$ cat src/rtl/fifo_stream_reader.sv
// Read-side burst controller: drains `len` words from a FIFO with 1-cycle read latency
// into a 2-entry skid buffer and presents them on a valid/ready stream.
module fifo_stream_reader #(
  parameter int unsigned BUS_WIDTH = 8,
  parameter int unsigned LEN_W     = 8
) (
  input  logic                 clk,
  input  logic                 rst_n,
  input  logic                 start_i,
  input  logic [LEN_W-1:0]     len_i,
  output logic                 busy_o,
  output logic                 done_o,
  output logic                 protocol_err_o,
  output logic                 fifo_rd_en_o,
  input  logic                 fifo_empty_i,
  input  logic [BUS_WIDTH-1:0] fifo_bus_out_i,
  input  logic                 fifo_valid_i,
  output logic [BUS_WIDTH-1:0] m_data_o,
  output logic                 m_valid_o,
  input  logic                 m_ready_i,
  output logic                 m_last_o
);

  typedef enum logic [1:0] {StIdle, StRun, StDone} state_e;

  state_e               state_q, state_d;
  logic [LEN_W-1:0]     rd_rem_q, rd_rem_d;
  logic [LEN_W-1:0]     out_rem_q, out_rem_d;
  logic                 inflight_q, inflight_d;
  logic                 perr_q, perr_d;
  logic [1:0]           occ_q, occ_d;
  logic                 wr_ptr_q, wr_ptr_d;
  logic                 rd_ptr_q, rd_ptr_d;
  logic [BUS_WIDTH-1:0] data_q [2];

  logic       pop, capture;
  logic [2:0] slots;

  assign m_valid_o      = (occ_q != 2'd0);
  assign m_data_o       = data_q[rd_ptr_q];
  assign m_last_o       = m_valid_o & (out_rem_q == LEN_W'(1));
  assign busy_o         = (state_q != StIdle);
  assign done_o         = (state_q == StDone);
  assign protocol_err_o = perr_q;

  assign pop     = m_valid_o & m_ready_i;
  assign capture = inflight_q & fifo_valid_i;
  // Buffer slots committed after this edge: held words plus the one in flight, minus a pop.
  assign slots   = {1'b0, occ_q} + {2'b00, inflight_q} - {2'b00, pop};

  assign fifo_rd_en_o = (state_q == StRun) & ~fifo_empty_i & (rd_rem_q != '0) & (slots < 3'd2);

  always_comb begin
    state_d    = state_q;
    rd_rem_d   = rd_rem_q;
    out_rem_d  = out_rem_q;
    perr_d     = perr_q;
    inflight_d = fifo_rd_en_o;
    occ_d      = occ_q + {1'b0, capture} - {1'b0, pop};
    wr_ptr_d   = wr_ptr_q ^ capture;
    rd_ptr_d   = rd_ptr_q ^ pop;

    case (state_q)
      StIdle: begin
        if (start_i) begin
          rd_rem_d  = len_i;
          out_rem_d = len_i;
          perr_d    = 1'b0;
          state_d   = (len_i == '0) ? StDone : StRun;
        end
      end
      StRun: begin
        if (pop && m_last_o) state_d = StDone;
      end
      StDone:  state_d = StIdle;
      default: state_d = StIdle;
    endcase

    if (fifo_rd_en_o) rd_rem_d = rd_rem_q - LEN_W'(1);
    if (pop) out_rem_d = out_rem_q - LEN_W'(1);
    // A spurious qualifier wins over the clear on a coincident start.
    if (fifo_valid_i && !inflight_q) perr_d = 1'b1;
  end

  always_ff @(posedge clk or negedge rst_n) begin
    if (!rst_n) begin
      state_q    <= StIdle;
      rd_rem_q   <= '0;
      out_rem_q  <= '0;
      inflight_q <= 1'b0;
      perr_q     <= 1'b0;
      occ_q      <= 2'd0;
      wr_ptr_q   <= 1'b0;
      rd_ptr_q   <= 1'b0;
      data_q[0]  <= '0;
      data_q[1]  <= '0;
    end else begin
      state_q    <= state_d;
      rd_rem_q   <= rd_rem_d;
      out_rem_q  <= out_rem_d;
      inflight_q <= inflight_d;
      perr_q     <= perr_d;
      occ_q      <= occ_d;
      wr_ptr_q   <= wr_ptr_d;
      rd_ptr_q   <= rd_ptr_d;
      if (capture) data_q[wr_ptr_q] <= fifo_bus_out_i;
    end
  end

endmodule

$ cat config.mk
export PLATFORM = sky130hd
export DESIGN_NAME = fifo_stream_reader
export DESIGN_NICKNAME = d
export VERILOG_FILES = /design/src/rtl/fifo_stream_reader.sv
export SDC_FILE = /design/constraint.sdc
export NUM_CORES = 1
export LEC_CHECK = 0
export ABC_AREA = 1
export BUFFER_PORTS_ARGS = -buffer_cell sky130_fd_sc_hd__buf_2
export CAP_MARGIN = 20
export CORE_MARGIN = 2
export CORE_UTILIZATION = 40
export DETAILED_ROUTE_END_ITERATION = 12
export PLACE_DENSITY = 0.68
export REMOVE_ABC_BUFFERS = 1
export SLEW_MARGIN = 25
export SYNTH_ARGS = -nofsm -noshare
export SYNTH_HDL_FRONTEND = slang
export SYNTH_SLANG_ARGS = --single-unit
$ cat constraint.sdc
create_clock -name clk -period 5.45 [get_ports clk]
set_input_delay 0.8175 -clock clk [delete_from_list [all_inputs] [get_ports clk]]
set_output_delay 0.8175 -clock clk [all_outputs]
set_load 0.005 [all_outputs]
After elaboration in Yosys (flattened, before gate mapping). Cells that the tools add are included.

$add $sub $neg: 6. Order comparisons: 4. Equality and inequality tests: 5. Multiplexer cells: 17. Bitwise gates (word level): 11. Reduce and logical (&&, ||, !) cells: 19.

Operators by type and width (number): 2-to-1 mux 8 bit (8); bitwise mux 16 bit (1); nonzero test 2 bit (8); subtractor 8 x 1 -> 8 bit, second input constant (2); demux 8 bit (select 1 bit) (1); equality test 8 x 1 -> 1 bit, second input constant (1); zero test 8 bit (1); AND reduction 2 bit (4); nonzero test 8 bit (1); AND 1 bit (6); 2-to-1 mux 2 bit (3); greater-or-equal comparator 2 bit, second input constant (2); NOT 1 -> 2 bit (2); one-hot mux 2 bit (2 select lines) (1); adder 2 x 1 -> 3 bit (1); logical AND 1 bit (3); less-than comparator 3 x 2 -> 1 bit, second input constant (1); 2-to-1 mux 1 bit (3); subtractor 3 x 1 -> 3 bit (1); adder 2 x 1 -> 2 bit (1); equality test 2 x 1 -> 1 bit, second input constant (1); equality test 2 bit, second input constant (1); zero test 2 bit (1); less-than comparator 2 x 1 -> 1 bit, second input constant (1); other kinds (6) (7).

Register bits after elaboration: 40. Input bits: 22. Output and inout port bits: 14. Logic and storage cells: 72.

Logic depth before layout (Yosys ltp).
Depth after elaboration: 7. Gate-level depth with buffers: 16. Gate-level depth less buffers: 16.

Worst setup path before layout. OpenSTA, ideal clock, no wires.

Path type: input to output. Start: input port m_ready_i. End: output port fifo_rd_en_o. Arrival time: 2.194 ns. Required time: 4.633 ns. Slack: 2.439 ns. Cell stages on the path: 12. Buffers on the path: 0. Path through: nand2_2 > inv_1 > nand2_1 > o21ai_0 > nand2_1 > fa_1 > inv_1 > nor2_1 > nand2_1 > nor2_2 > nand2_2 > inv_1.

Word-level cells in the longest chain between the ends: 4.

Ends and longest elaborated chain: from (decl) (RTL line 20) `input logic m_ready_i,`; AND 1 bit (RTL line 46) `assign pop = m_valid_o & m_ready_i;`; subtractor 3 x 1 -> 3 bit (RTL line 49) `assign slots = {1'b0, occ_q} + {2'b00, inflight_q} - {2'b00, pop};`; less-than comparator 3 x 2 -> 1 bit (RTL line 51) `assign fifo_rd_en_o = (state_q == StRun) & ~fifo_empty_i & (rd_rem_q != '0) & (slots < 3'd2);`; AND 1 bit (RTL line 51); to (decl) (RTL line 14) `output logic fifo_rd_en_o,`.

Every way passes these cells.

Worst setup path in the final report. Ends and elaborated chain as after synthesis.

==> out/results.txt <==
Port Buffer Count: 35
Grt peak-use layer: met2
Area delta synth->final: 13.4%
Distinct cells, synth: 25
Cell chain of the critical path: buf_2, nand2_2, inv_1, nand2_1, o21ai_0, nand2_1, fa_1, inv_1, nor2_1, nand2_1, nor2_2, nand2_2, inv_1, buf_2
Synthesis-stage register bit count: 40
Ratio of cells with drive above 1 in the final layout: 19.6%
Clock latency on the worst-skew pair: 0.29 ns
Crit path DAT: 2.93 ns
Setup-failing EPs final: 0
First-pass GRT wire length: 7.91 mm
CTS buffer count: 5
F_max: 0.267 GHz
CP endpoint: fifo_rd_en_o
Placed cells: 387
M1 GR Usage: 20.9%
Number of synthesized flops with an enable pin: 0
Largest net degree at the start of global routing: 41
Unrepaired setup endpoints after global routing: no
DRT iter0 DRCs: 95
Site Rows: 27
Hold_buf cts: 0
Post-Route Setup TNS: 0 ns
Final ANT Viol Nets: 0
Ys Warns: 0
Slowest CP cell: fa_1
Multi-input logic area: 0.00103 sq mm
Clock root buffer: clkbuf_8
Drt first pass iters: 4
Met3 Use GR: 4.09%
Reg2Reg Setup Slack: 2.77 ns
Syn avg cell area: 7.77 sq um
HPWL after DPL: 3.46 mm
Share of the cycle needed by the critical path after routing: 68.8%
VDD IR-drop max: 0.161 mV
Die area: 0.00621 sq mm
Final Skew: 0.00462 ns
Status: complete, no violations
Reg2Reg Depth: 16
Post-CTS Resized: 0
Gate Count Post-Synth: 288
Ports: 36
Min-Delay Path Class: reg -> reg
Final min period: 3.75 ns
Net count, final: 351
Core ar.: 0.00544 sq mm
Top cell type's share of synthesized area: 44.7%
Final Slew Violations: 0
Gr usage total: 16.1%
Post-CTS setup buffer count: 0
Layout Utilization: 46.7%
Top-count cell post-synth: nand2_1
Worst path required time: 4.63 ns
Primary FF master, synth: dfrtp_1
Met2 Use GR: 26.3%
DIE WIDTH: 78.8 um
Sequential area share after synthesis: 44.7%
Crit-path max FO: 17
Post-Route WL: 4.57 mm
Leakage: 1.36 nW
Worst Tran Pin Value: 0.877 ns
Endpoint type of the worst setup path: primary output
Routability-driven placement congestion ratio: 0.883
WL per Instance: 11.6 um
Fin cells: 394
Hold Vio Cnt, Final: 0
CTS max path bufs: 2
Yosys top cell by area: dfrtp_1
Synth async-reset ratio: 100%
Most frequent cells after synthesis: nand2_1, dfrtp_1, inv_1
Seq. cell area: 0.00100 sq mm
Vias in the first global route: 1819
FF-to-FF End: rd_rem_q[1]
Residual DRC: 0
CP Launch Point: m_ready_i
CTS Sinks: 40
Hold_ws: 0.491 ns
Avg Vias per Cell: 4.75
Initial antenna violation count: 0
Hold Path Cell Cnt: 2
Worst setup SP type: input port
Grt total ovfl: 0
N_diodes: 0
Worst Setup Path Type: in -> out
Via Count: 1873
TritonCTS clock tree: done
Max-slew headroom: 41.5%
Reg clk slew, reported paths: 0.07 ns
Reg2reg start: occ_q[1]
Max-Cap Viols: 0
Htree depth: 2
Post-Syn Area: 0.00224 sq mm
Initial core utilization: 41.2%
PwrDens: 537 mW/mm^2
Synth area leaders: dfrtp_1, nand2_1, o21ai_0, inv_1, mux2_2
Die Y: 78.8 um
Largest stage delay on the critical path: 0.48 ns
# fillers: 534
## cell type report
cell class / instances / share of cell area (%)
Inverter: 42 / 6.21
Tap cell: 72 / 3.55
Clock buffer: 5 / 2.71
Timing Repair Buffer: 35 / 6.90
Sequential cell: 40 / 39.4
Clock inverter: 2 / 0.493
Multi-Input combinational cell: 198 / 40.7
## cell usage in the layout (no fill, tap or decap), types with 2 or more instances in the layout
cell	instances
nand2_1	87
dfrtp_1	40
inv_1	39
buf_2	35
o21ai_0	31
nor2_1	23
nand3_1	14
xor2_1	8
mux2_2	8
ha_1	6
clkbuf_8	5
nand2_2	4
inv_2	3
o21ai_2	3
o21ai_1	3
xnor2_1	2
nor2_2	2
nand4_1	2
## worst max-delay path, delay by kind of cell
kind	cells	cell delay, ns
compound gates	1	0.08
simple gates	7	0.79
fa+ha+maj	1	0.48
buf+inv	5	0.77
## stage by stage
step                      instance area (sq um)  power, mW  setup slack [ns]
after floorplan                            2190      0.989              2.24
after detailed placement                   2460       1.18              1.70
final                                      2540       1.36              1.70
after global placement                     2460       1.16              1.76
after CTS                                  2540       1.38              1.69
after global routing                       2540       1.51              1.40
## metal layers
| layer | vias to the layer above | routed length, um |
|---|---|---|
| li1 | 966 | - |
| met1 | 864 | 2100 |
| met2 | 38 | 2240 |
| met3 | 5 | 190 |
| met4 | 0 | 40 |
| met5 | - | 0 |
## worst min-delay path by stage
stage / start / slack [ns] / to
after floorplan: inflight_q / 0.46 / protocol_err_o
after global placement: protocol_err_o / 0.47 / protocol_err_o
after detailed placement: protocol_err_o / 0.48 / protocol_err_o
after CTS: protocol_err_o / 0.50 / protocol_err_o
after global routing: data_q[3] / 0.53 / data_q[3]
final: protocol_err_o / 0.49 / protocol_err_o
## where the power goes
group	switching, mW	internal [mW]
registers	0.110	0.441
clock network	0.101	0.0867
logic	0.369	0.256
## registers in the layout, indices dropped and copies added, names as in the netlist
| register | count |
|---|---|
| protocol_err_o | 1 |
| data_q | 16 |
| wr_ptr_q | 1 |
| out_rem_q | 8 |
| inflight_q | 1 |
| state_q | 2 |
| rd_ptr_q | 1 |
| occ_q | 2 |
| rd_rem_q | 8 |
## cells by family after synthesis
kind of cell,share of synthesized area (%)
AO/OA/AOI/OAI,9.50
multiplexers,4.02
buffers and inverters,9.11
AND/OR/NAND/NOR,24.5
adder cells (fa/ha/maj),4.25
XOR/XNOR,3.91
flip-flops,44.7
Power figures use the tool's default switching activity.
